<file path="src/rtl/cpu_bus_capture_pkg.sv">
// cpu_bus_capture_pkg: shared FSM state, write-event record and timing default
package cpu_bus_capture_pkg;
  localparam int M2_MIN_HIGH_DEFAULT = 3;
  typedef enum logic [1:0] {IDLE, HIGH, QUAL} cap_state_t;
  typedef struct packed {
    logic [14:0] addr;
    logic [7:0]  data;
    logic        rom;
  } bus_event_t;
endpackage

</file>
<file path="src/rtl/bus_event_fifo.sv">
// bus_event_fifo: small ring-buffer queue of captured bus write events
module bus_event_fifo
  import cpu_bus_capture_pkg::*;
#(
  parameter int DEPTH = 2
) (
  input  logic       clk,
  input  logic       reset,
  input  logic       push,
  input  logic       pop,
  input  bus_event_t din,
  output logic       full,
  output logic       empty,
  output bus_event_t head
);
  localparam int PW = DEPTH > 1 ? $clog2(DEPTH) : 1;
  localparam int CW = $clog2(DEPTH + 1);
  bus_event_t mem [DEPTH];
  logic [PW-1:0] rp, wp;
  logic [CW-1:0] cnt;
  logic do_push, do_pop;
  assign full = cnt == CW'(DEPTH);
  assign empty = cnt == '0;
  assign do_pop = pop & ~empty;
  assign do_push = push & (~full | do_pop);
  assign head = empty ? '0 : mem[rp];
  always_ff @(posedge clk) begin
    if (reset) begin
      rp <= '0;
      wp <= '0;
      cnt <= '0;
    end else begin
      if (do_push) wp <= wp == PW'(DEPTH - 1) ? '0 : wp + 1'b1;
      if (do_pop) rp <= rp == PW'(DEPTH - 1) ? '0 : rp + 1'b1;
      cnt <= cnt + CW'(do_push) - CW'(do_pop);
    end
  end
  always_ff @(posedge clk)
    if (do_push) mem[wp] <= din;
endmodule

</file>
<file path="src/rtl/cpu_bus_capture.sv">
// cpu_bus_capture: synchronizes the raw CPU bus and queues qualified write cycles
module cpu_bus_capture
  import cpu_bus_capture_pkg::*;
#(
  parameter int M2_MIN_HIGH = M2_MIN_HIGH_DEFAULT,
  parameter int FIFO_DEPTH  = 2
) (
  input  logic        clk,
  input  logic        reset,
  input  logic        m2,
  input  logic        romsel,
  input  logic        cpu_rw_in,
  input  logic [14:0] cpu_addr_in,
  input  logic [7:0]  cpu_data_in,
  output logic        wr_valid,
  input  logic        wr_ready,
  output logic [14:0] wr_addr,
  output logic [7:0]  wr_data,
  output logic        wr_rom,
  output logic        overflow,
  input  logic        overflow_clr
);
  localparam int CW = $clog2(M2_MIN_HIGH + 1);
  cap_state_t state, state_nx;
  logic [CW-1:0] cnt, cnt_nx;
  logic [1:0] m2_q, rs_q, rw_q;
  logic [14:0] addr_q;
  logic [7:0] data_q;
  logic shadow_rw, m2_s, push, pop, full, empty, drop;
  bus_event_t shadow, head;
  assign m2_s = m2_q[1];
  always_ff @(posedge clk) begin
    if (reset) begin
      m2_q <= '0;
      rs_q <= '0;
      rw_q <= '0;
      addr_q <= '0;
      data_q <= '0;
      state <= IDLE;
      cnt <= '0;
      shadow_rw <= 1'b0;
      shadow <= '0;
      overflow <= 1'b0;
    end else begin
      m2_q <= {m2_q[0], m2};
      rs_q <= {rs_q[0], romsel};
      rw_q <= {rw_q[0], cpu_rw_in};
      addr_q <= cpu_addr_in;
      data_q <= cpu_data_in;
      state <= state_nx;
      cnt <= cnt_nx;
      if (state != IDLE && m2_s) begin
        shadow_rw <= rw_q[1];
        shadow <= {addr_q, data_q, ~rs_q[1]};
      end
      overflow <= drop | (overflow & ~overflow_clr);
    end
  end
  always_comb begin
    state_nx = state;
    cnt_nx = cnt;
    push = 1'b0;
    case (state)
      IDLE: if (m2_s) begin
        state_nx = HIGH;
        cnt_nx = CW'(1);
      end
      HIGH: if (!m2_s) begin
        state_nx = IDLE;
        cnt_nx = '0;
      end else begin
        cnt_nx = cnt + 1'b1;
        state_nx = cnt_nx >= CW'(M2_MIN_HIGH) ? QUAL : HIGH;
      end
      QUAL: if (!m2_s) begin
        state_nx = IDLE;
        cnt_nx = '0;
        push = ~shadow_rw;
      end
      default: state_nx = IDLE;
    endcase
  end
  assign wr_valid = ~empty;
  assign pop = wr_ready & ~empty;
  assign drop = push & full & ~pop;
  assign {wr_addr, wr_data, wr_rom} = head;
  bus_event_fifo #(.DEPTH(FIFO_DEPTH)) u_fifo (
    .clk(clk),
    .reset(reset),
    .push(push),
    .pop(pop),
    .din(shadow),
    .full(full),
    .empty(empty),
    .head(head)
  );
endmodule

</file>
<file path="config.mk">
export PLATFORM = sky130hd
export DESIGN_NAME = cpu_bus_capture
export DESIGN_NICKNAME = d
export VERILOG_FILES = /design/src/rtl/cpu_bus_capture_pkg.sv /design/src/rtl/bus_event_fifo.sv /design/src/rtl/cpu_bus_capture.sv
export SDC_FILE = /design/constraint.sdc
export NUM_CORES = 1
export LEC_CHECK = 0
export CORE_MARGIN = 10
export CORE_UTILIZATION = 45
export DETAILED_ROUTE_END_ITERATION = 8
export PLACE_DENSITY_LB_ADDON = 0.25
export SYNTH_ARGS = -nofsm -noshare
export SYNTH_HDL_FRONTEND = slang
export SYNTH_SLANG_ARGS = --single-unit
</file>
<file path="constraint.sdc">
create_clock -name clk -period 5.2 [get_ports clk]
set_input_delay 1.04 -clock clk [delete_from_list [all_inputs] [get_ports clk]]
set_output_delay 1.04 -clock clk [all_outputs]
set_load 0.01 [all_outputs]
</file>
==> results of run 1 <==
## where the power goes
group          switching, W  internal (W)  leakage (nW)  total [W]
combinational      0.000102      0.000120         0.531   0.000223
clock              0.000271      0.000176        0.0829   0.000447
sequential        0.0000129      0.000927         0.968   0.000940
total              0.000386       0.00122          1.58    0.00161
## kinds of logic (layout without fill, tap and decap cells)
kind of cell | count (synthesis) | after routing | share of synthesized area (%)
muxes | 24 | 24 | 6.09
xor gates and xnor gates | 2 | 2 | 0.444
adders and majority gates | 2 | 2 | 0.634
buffers and inverters | 28 | 80 | 2.95
and+or+nand+nor | 123 | 123 | 14.7
DFF | 112 | 112 | 69.0
AOI/OAI and AO/OA | 41 | 41 | 6.18
## worst max-delay path: cells and delay by family (launching register included)
| kind | cells | cell delay (ns) |
|---|---|---|
| flip-flops | 1 | 0.36 |
| AND/OR/NAND/NOR | 2 | 0.96 |
| buffers and inverters | 1 | 0.54 |
## metal layers
| metal | track usage (%) | vias up | wire length (um) |
|---|---|---|---|
| li1 | - | 1207 | - |
| met1 | 11.2 | 1039 | 2790 |
| met2 | 18.0 | 42 | 3270 |
| met3 | 2.99 | 8 | 364 |
| met4 | 4.57 | 0 | 82 |
| met5 | 0 | - | 0 |
## stage by stage
step,cell area [um^2],power [W],hold WS [ns],cells
floorplan,3950,0.00107,0.390,332
global placement,4580,0.00118,0.396,477
detailed placement,4580,0.00119,0.419,477
CTS,4750,0.00163,0.428,492
global route,4750,0.00168,0.430,492
finish,4750,0.00161,0.425,492
## sequential cells by signal, summed over array words and instances (netlist names), 8 cells and up, named ones only
signal	count
addr_q	15
u_fifo.mem	48
data_q	8
shadow	24
## synthesized netlist by cell type, drive strengths merged
cell and n:
a2111oi 1, a211oi 2, a21bo 1, a21oi 27
a41oi 1, and2 2, and3 1, buf 4
clkbuf 17, dfxtp 64, edfxtp 48, ha 2
inv 7, mux2i 24, nand2 49, nand2b 1
nand3 1, nor2 31, nor2b 30, nor3 4
nor3b 3, o21a 4, o21ai 4, o311ai 1
or4b 1, xor2 2
## worst min path at each step
stage | end | slack [ns]
2_1_floorplan | shadow[0] | 0.39
3_3_place_gp | shadow[0] | 0.40
3_5_place_dp | shadow[0] | 0.42
4_1_cts | shadow[0] | 0.43
5_1_grt | shadow[0] | 0.43
6_report | shadow[0] | 0.43
## placed cells by master (no fill, tap or decap), types with 2 or more instances in the layout
| cell type | netlist | layout |
|---|---|---|
| o21ai_0 | 3 | 3 |
| a211oi_1 | 2 | 2 |
| nor3b_2 | 1 | 2 |
| a21oi_1 | 27 | 27 |
| clkbuf_8 | 0 | 9 |
| nor2b_1 | 30 | 30 |
| nor3_1 | 3 | 3 |
| ha_1 | 2 | 2 |
| clkdlybuf4s50_1 | 0 | 54 |
| o21a_1 | 4 | 4 |
| buf_4 | 0 | 3 |
| nor2_1 | 31 | 30 |
| inv_1 | 6 | 6 |
| mux2i_1 | 24 | 24 |
| dfxtp_1 | 64 | 64 |
| xor2_1 | 2 | 2 |
| clkinv_4 | 0 | 3 |
| nand2_1 | 49 | 49 |
| and2_1 | 2 | 2 |
| edfxtp_1 | 48 | 48 |
## cell type report
| cell class | instances | share of cell area [%] |
|---|---|---|
| clock buffer | 10 | 2.69 |
| clock inverter | 5 | 0.896 |
| inverter | 7 | 0.554 |
| multi-input combinational | 192 | 23.7 |
| sequential | 112 | 57.4 |
| tap | 108 | 2.85 |
| timing repair buffer | 58 | 12.0 |
==> results.md, run 1 <==
- Worst skew pair latency: 0.35 ns
- CTS root buffer: clkbuf_8
- Final Skew: 0.0128 ns
- Worst Tran Pin Value: 1.06 ns
- Yosys top cell by area: edfxtp_1
- Post-cts resize count: 0
- Cell Pwr Density: 339 nW/um^2
- Routed WL: 6.50 mm
- Max VDD drop: 0.153 mV
- # DRC: 0
- CTS tree: done
- RSZ-0062 raised after global routing: false
- Sequential share of the synthesized area: 69.0%
- Max Slew Vio Count: 0
- DR iter-0 viols: 76
- Pre-CTS setup slack: 2.25 ns
- Total CTS buffers: 9
- Die Width: 114 um
- CP Capture Point: wr_addr[14]
- Post-CTS setup repair buffer count: 0
- CP Capture Type: output port
- Worst R2R Setup Slack: 3.10 ns
- Reg2reg path depth: 3
- Core area: 8640 um^2
- Storage element area: 2720 um^2
- Largest cells by area after synthesis: edfxtp_1, dfxtp_1, mux2i_1
- Antenna Nets Post-Route: 0
- First-pass GRT wire length: 10.8 mm
- Mapped cell area: 3950 um^2
- Port buffer count: 55
- DIE HEIGHT: 114 um
- Count of cell types in the netlist: 31
- Min-Delay Path Class: reg2reg
- Yosys top cell area share: 36.5%
- Yosys warning count: 0
- Status: complete, no violations
- Worst-path cell chain: nor2_2 > nor2_1 > clkdlybuf4s50_1
- Routability cong.: 0.666
- Avg Vias per Cell: 4.67
- GRT Util Overall: 10.2%
- Period utilization: 62.5%
- # fillers: 780
- Starting Density: 45.7%
- Rows: 34
- FF-to-FF End: u_fifo.mem[1][12]
- Crit path from: u_fifo.cnt[0]
- Grt total ovfl: 0
- H-tree levels: 3
- Reg clk slew, reported paths: 0.10 ns
- CP max stage cell: nor2_2
- CTS Hold Bufs: 0
- # IOs: 56
- Initial antenna violation count: 0
- Final setup margin: 1.95 ns
- Hold wc startpoint: rs_q[1]
- Initial DRT Pass Iterations: 4
- Nets: 412
- Die Area: 12900 um^2
- Wire length per cell: 13.2 um
- CP peak stage delay: 0.78 ns
- Rel. slew slack: 29.5%
- Via count: 2296
- TNS Setup: 0 ns
- Synth Net Count: 364
- Diode count: 0
- R2r startpoint: state[1]
- Vias in the first global route: 2352
- Setup Crit Path Kind: reg2out
- Final hold viol count: 0
- Share of cells above drive strength 1: 6.51%
- Final Core Density: 55.0%
- Critical path arrival: 2.21 ns
- Critical Path Fanout Max: 25
- Largest net degree at the start of global routing: 63
- # setup viols final: 0
- Crit path time final: 3.25 ns
- Clk buf depth: 2
- Avg Cell Area, Syn: 11.9 um^2
- Startpoint Class: flip-flop
- Max Freq: 307 MHz
- Max-Cap Viols: 0
- Req. time, crit path: 4.16 ns
- CTS Sinks: 112
- Footprint of the multi-input gates: 1120 um^2
- DPL Wire Length: 4.28 mm
- Cells after synthesis: 332
- Leakage: 1.58 nW
- Synth Register Bits: 112
- Hold path depth: 1
- Synth-to-Final Area Change: 20.3%
No activity file was read; power rests on OpenSTA's default activity.
==> run 2, diff against run 1 <==
==> constraint.sdc (replaced) <==
create_clock -name clk -period 3 [get_ports clk]
set_input_delay 0.6 -clock clk [delete_from_list [all_inputs] [get_ports clk]]
set_output_delay 0.6 -clock clk [all_outputs]
set_load 0.01 [all_outputs]
==> results.md, run 2 (synthesis results as in run 1) <==
- Leakage: 1.60 nW (+1.3%)
- Largest regs: u_fifo.mem (48), shadow (24), addr_q (15)
- Most common cell after layout, fill and taps aside: dfxtp_1
- Req. time, crit path: 2.98 ns (-1.18 ns)
- Clk network pwr share: 30.4% (+2.6 points)
- First-pass GRT wire length: 10.7 mm (-0.13%)
- Most flops, register: u_fifo.mem
- CTS root buffer: clkbuf_8
- Setup Crit Path Kind: reg2reg
- Port buffer count: 55 (unchanged)
- DIE HEIGHT: 114 um (unchanged)
- WP buf/inv: 0 (-1)
- Met3 wire length: 306 um (-16%)
- Nets: 412 (unchanged)
- Footprint of the multi-input gates: 1130 um^2 (+0.56%)
- CP top delay family: simple AND/OR/NAND/NOR gates
- Post-cts resize count: 0 (unchanged)
- CP max stage cell: nor3b_4
- Cell Pwr Density: 607 nW/um^2 (+79%)
- Starting Density: 45.7% (unchanged)
- CTS tree: done
- Worst-path cell chain: or4b_1 > nor3b_4
- Reg clk slew, reported paths: 0.11 ns (about the same)
- CP Capture Type: flip-flop
- Largest net degree at the start of global routing: 37 (-41%)
- Max reg flops: 48 (unchanged)
- Comb pwr share: 13.8% (about the same)
- GRT Util Overall: 10.3% (+0.10 points)
- Worst Tran Pin Value: 1.22 ns (+0.158 ns)
- Initial antenna violation count: 0 (unchanged)
- Max Freq: 383 MHz
- Die Area: 12900 um^2 (unchanged)
- H-tree levels: 3 (unchanged)
- Sequential share of power: 55.8% (-2.6 points)
- Initial DRT Pass Iterations: 4 (unchanged)
- Critical Path Fanout Max: 24 (-4.0%)
- DR iter-0 viols: 65 (-14%)
- Final Skew: 0.0118 ns (-0.000962 ns)
- Max Slew Vio Count: 0 (unchanged)
- Worst skew pair latency: 0.37 ns (+0.02 ns)
- DPL Wire Length: 4.30 mm (+0.55%)
- Max VDD drop: 0.312 mV (+100%)
- Die Width: 114 um (unchanged)
- Grt total ovfl: 0 (unchanged)
- CTS Hold Bufs: 0 (unchanged)
- Crit path time final: 2.61 ns
- Critical path arrival: 2.60 ns (+0.39 ns)
- Via count: 2340 (+1.9%)
- TNS Setup: 0 ns (unchanged)
- # fillers: 739 (-5.3%)
- # setup viols final: 0 (unchanged)
- Startpoint Class: flip-flop
- Metal-1 WL: 2.84 mm (+1.9%)
- Sw Share: 25.6% (+1.7 points)
- Share of cells above drive strength 1: 7.01% (+0.50 points)
- Antenna Nets Post-Route: 0 (unchanged)
- Max-Cap Viols: 0 (unchanged)
- Most frequent cells in the layout: dfxtp_1, clkdlybuf4s50_1, nand2_1, edfxtp_1
- Storage element area: 2720 um^2 (unchanged)
- Min-Delay Path Class: reg2reg
- Met2 WL: 3.47 mm (+6.2%)
- # IOs: 56 (unchanged)
- Switch Pwr: 0.000744 W (+93%)
- Clk buf depth: 2 (unchanged)
- DR top layer: met4
- Internal power: 0.00216 W (+77%)
- Diode count: 0 (unchanged)
- Period utilization: 87.1%
- Avg Vias per Cell: 4.75 (+1.7%)
- Fin cells: 493 (+0.20%)
- Final hold viol count: 0 (unchanged)
- Vias in the first global route: 2303 (-2.1%)
- Synth-to-Final Area Change: 21.3%
- Cell total after placement: 477 (unchanged)
- RSZ-0062 raised after global routing: false
- Core area: 8640 um^2 (unchanged)
- CP peak stage delay: 1.02 ns (+0.24 ns)
- # DRC: 0 (unchanged)
- Routed WL: 6.70 mm (+3.0%)
- Rel. slew slack: 18.7% (-11 points)
- Rows: 34 (unchanged)
- Routability cong.: 0.718 (+7.9%)
- Post-CTS setup repair buffer count: 0 (unchanged)
- Status: complete, no violations
- Total CTS buffers: 9 (unchanged)
- CTS Sinks: 112 (unchanged)
- Wire length per cell: 13.6 um (+2.8%)
## run 2: power groups by stage
| stage | clock (W) | sequential [W] | combinational (W) |
|---|---|---|---|
| 2_1_floorplan | 0 | 0.00165 | 0.000213 |
| 3_3_place_gp | 0 | 0.00166 | 0.000407 |
| 3_5_place_dp | 0 | 0.00166 | 0.000412 |
| 4_1_cts | 0.000903 | 0.00162 | 0.000413 |
| 5_1_grt | 0.000958 | 0.00163 | 0.000439 |
| 6_report | 0.000881 | 0.00162 | 0.000401 |
## run 2: layer usage
metal / track usage [%] / up-vias
li1: - / 1214
met4: 4.57 / 0
met1: 11.2 / 1082
met2: 18.4 / 37
met5: 0 / -
met3: 2.94 / 7
## run 2: through the flow
| step | setup slack [ns] | util (%) | area [um^2] | power (W) | hold WS, ns |
|---|---|---|---|---|---|
| floorplan | 0.517 | - | 3950 | 0.00186 | 0.390 |
| global placement | 0.362 | 53.1 | 4580 | 0.00206 | 0.392 |
| detailed placement | 0.336 | 53.1 | 4580 | 0.00207 | 0.401 |
| CTS | 0.341 | 55.4 | 4790 | 0.00294 | 0.416 |
| global route | 0.202 | 55.4 | 4790 | 0.00302 | 0.432 |
| finish | 0.387 | 55.4 | 4790 | 0.00290 | 0.420 |
## run 2: layout make-up
class	instances	area share [%]
clock inverter	7	1.65
timing repair buffer	58	11.9
clock buffer	9	2.59
inverter	7	0.549
tap	108	2.82
multi-input combinational	192	23.6
sequential	112	56.9
## run 2: final timing paths
path / start / end / slack (ns) / cells past startpoint
setup reg to reg: state[1] / u_fifo.mem[1][22] / 0.39 / 2
setup / recovery: state[1] / u_fifo.mem[1][22] / 0.39 / 2
hold reg to reg: rs_q[1] / shadow[0] / 0.42 / 1
hold / removal: rs_q[1] / shadow[0] / 0.42 / 1
==> run 3, diff against run 2 <==
--- a/config.mk
+++ b/config.mk
@@ -8,7 +8,7 @@
 export CORE_MARGIN = 10
 export CORE_UTILIZATION = 45
 export DETAILED_ROUTE_END_ITERATION = 8
-export PLACE_DENSITY_LB_ADDON = 0.25
+export PLACE_DENSITY = 0.68
 export SYNTH_ARGS = -nofsm -noshare
 export SYNTH_HDL_FRONTEND = slang
 export SYNTH_SLANG_ARGS = --single-unit
==> results.md, run 3 (synthesis results as in run 1) <==
- Status: complete, no violations
- CP max stage cell: nor3b_4
- Final hold viol count: 0 (unchanged)
- Grt total ovfl: 0 (unchanged)
- CP Capture Point: u_fifo.mem[1][21]
- Most frequent cells in the layout: dfxtp_1, clkdlybuf4s50_1, nand2_1, edfxtp_1
- Switch Pwr: 0.000746 W (+0.15%)
- Comb pwr share: 14.0% (+0.2 points)
- Synth-to-Final Area Change: 21.8%
- CTS Sinks: 112 (unchanged)
- Largest net degree at the start of global routing: 34 (-8.1%)
- Critical Path Fanout Max: 24 (unchanged)
- Initial antenna violation count: 0 (unchanged)
- Cell Pwr Density: 604 nW/um^2 (-0.46%)
- Avg Vias per Cell: 4.70 (-1.0%)
- CTS root buffer: clkbuf_8
- Leakage: 1.61 nW (+0.69%)
- Die Area: 12900 um^2 (unchanged)
- Number of stages on the worst setup path: 2 (unchanged)
- CP Capture Type: flip-flop
- Min-Delay Path Class: reg2reg
- Nets: 414 (+0.49%)
- CTS tree: done
- Routed WL: 6.49 mm (-3.1%)
- Rows: 34 (unchanged)
- Post-CTS setup repair buffer count: 0 (unchanged)
- Max-Cap Viols: 0 (unchanged)
- Diode count: 0 (unchanged)
- FF-to-FF End: u_fifo.mem[1][21]
- Final setup margin: 0.346 ns (-0.0409 ns)
- Routability cong.: 0.727 (+1.2%)
- WHS: 0.413 ns (-0.00676 ns)
- Crit path from: state[1]
- CP peak stage delay: 1.02 ns (about the same)
- Worst skew pair latency: 0.37 ns (about the same)
- # DRC: 0 (unchanged)
- Critical path arrival: 2.64 ns (+0.04 ns)
- Req. time, crit path: 2.98 ns (about the same)
- CTS Hold Bufs: 0 (unchanged)
- Total CTS buffers: 9 (unchanged)
- # IOs: 56 (unchanged)
- Reg clk slew, reported paths: 0.10 ns (about the same)
- Clk network pwr share: 30.2% (-0.2 points)
- Largest regs: u_fifo.mem (48), shadow (24), addr_q (15)
- Wire length per cell: 13.1 um (-3.5%)
- Post-cts resize count: 0 (unchanged)
- Die Width: 114 um (unchanged)
- Via count: 2326 (-0.60%)
- Vias in the first global route: 2285 (-0.78%)
- Crit path time final: 2.65 ns (+0.0409 ns)
- WP buf/inv: 0 (unchanged)
- Worst Tran Pin Value: 1.22 ns (+0.000321 ns)
- Max VDD drop: 0.233 mV (-25%)
- Final Skew: 0.00943 ns (-0.00239 ns)
- Reg2reg path depth: 2 (unchanged)
- Max Freq: 377 MHz (-1.5%)
- TNS Setup: 0 ns (unchanged)
- GRT Util Overall: 10.2% (-0.12 points)
- Clk buf depth: 2 (unchanged)
- Antenna Nets Post-Route: 0 (unchanged)
- DIE HEIGHT: 114 um (unchanged)
- Port buffer count: 55 (unchanged)
- Setup Crit Path Kind: reg2reg
- Total power: 0.00290 W (about the same)
- RSZ-0062 raised after global routing: false
- CP top delay family: simple AND/OR/NAND/NOR gates
- First-pass GRT wire length: 10.7 mm (unchanged)
- Most flops, register: u_fifo.mem
- Pre-CTS setup slack: 0.358 ns (+0.0217 ns)
- Startpoint Class: flip-flop
- Share of cells above drive strength 1: 7.49% (+0.48 points)
- Worst-path cell chain: or4b_1 > nor3b_4
- Internal power: 0.00216 W (about the same)
- Sequential share of power: 55.8% (about the same)
- Period utilization: 88.5% (+1.4 points)
- Rel. slew slack: 18.9% (+0.15 points)
- DPL Wire Length: 4.45 mm (+3.4%)
- Max Slew Vio Count: 0 (unchanged)
- Sw Share: 25.7% (+0.037 points)
- Most common cell after layout, fill and taps aside: dfxtp_1
- DR iter-0 viols: 78 (+20%)
- Starting Density: 45.7% (unchanged)
- H-tree levels: 3 (unchanged)
- Worst R2R Setup Slack: 0.35 ns (-0.04 ns)
- R2r startpoint: state[1]
- Max reg flops: 48 (unchanged)
- Initial DRT Pass Iterations: 4 (unchanged)
- Core area: 8640 um^2 (unchanged)
- # setup viols final: 0 (unchanged)
run 3: layer usage:
metal  vias up  share of wire (%)  GRT usage (%)
met2        36                 53           17.9
met5         -                  0              0
met1      1062                 42           11.3
met4         0                2.0           5.25
li1       1218                  -              -
met3        10                3.6           2.31
run 3: through the flow:
| step | instance area [um^2] | cells | utilization (%) |
|---|---|---|---|
| 6_report | 4810 | 495 | 55.7 |
| 5_1_grt | 4810 | 495 | 55.7 |
| 4_1_cts | 4810 | 495 | 55.7 |
| 3_5_place_dp | 4600 | 479 | 53.2 |
| 3_3_place_gp | 4600 | 479 | 53.2 |
| 2_1_floorplan | 3950 | 332 | - |
run 3: area by class of cell:
type / count / area [um^2]
flip-flops and latches: 112 / 2720
well taps: 108 / 135
inverters: 7 / 26.3
repair buffers: 60 / 583
multi-input cells: 192 / 1130
clock inverters: 7 / 86.3
fillers: 758 / 3830
clock buffers: 9 / 124
run 3: worst register-to-register path, cell delays in order, from the launching register on:
cell,delay (ns)
dfxtp_1,0.57
or4b_1,0.66
nor3b_4,1.03
run 3: how the worst min path moves through the flow:
stage | from | endpoint | slack [ns] | cells after the start
floorplan | rs_q[1] | shadow[0] | 0.39 | 1
global placement | rs_q[1] | shadow[0] | 0.39 | 1
detailed placement | rs_q[1] | shadow[0] | 0.40 | 1
CTS | rs_q[1] | shadow[0] | 0.41 | 1
global route | rs_q[1] | shadow[0] | 0.42 | 1
finish | rs_q[1] | shadow[0] | 0.41 | 1
run 3: power groups by stage:
stage	Combinational, W	Sequential (W)	Clock (W)
2_1_floorplan	0.000213	0.00165	0
3_3_place_gp	0.000411	0.00166	0
3_5_place_dp	0.000416	0.00166	0
4_1_cts	0.000417	0.00162	0.000897
5_1_grt	0.000442	0.00163	0.000960
6_report	0.000407	0.00162	0.000876
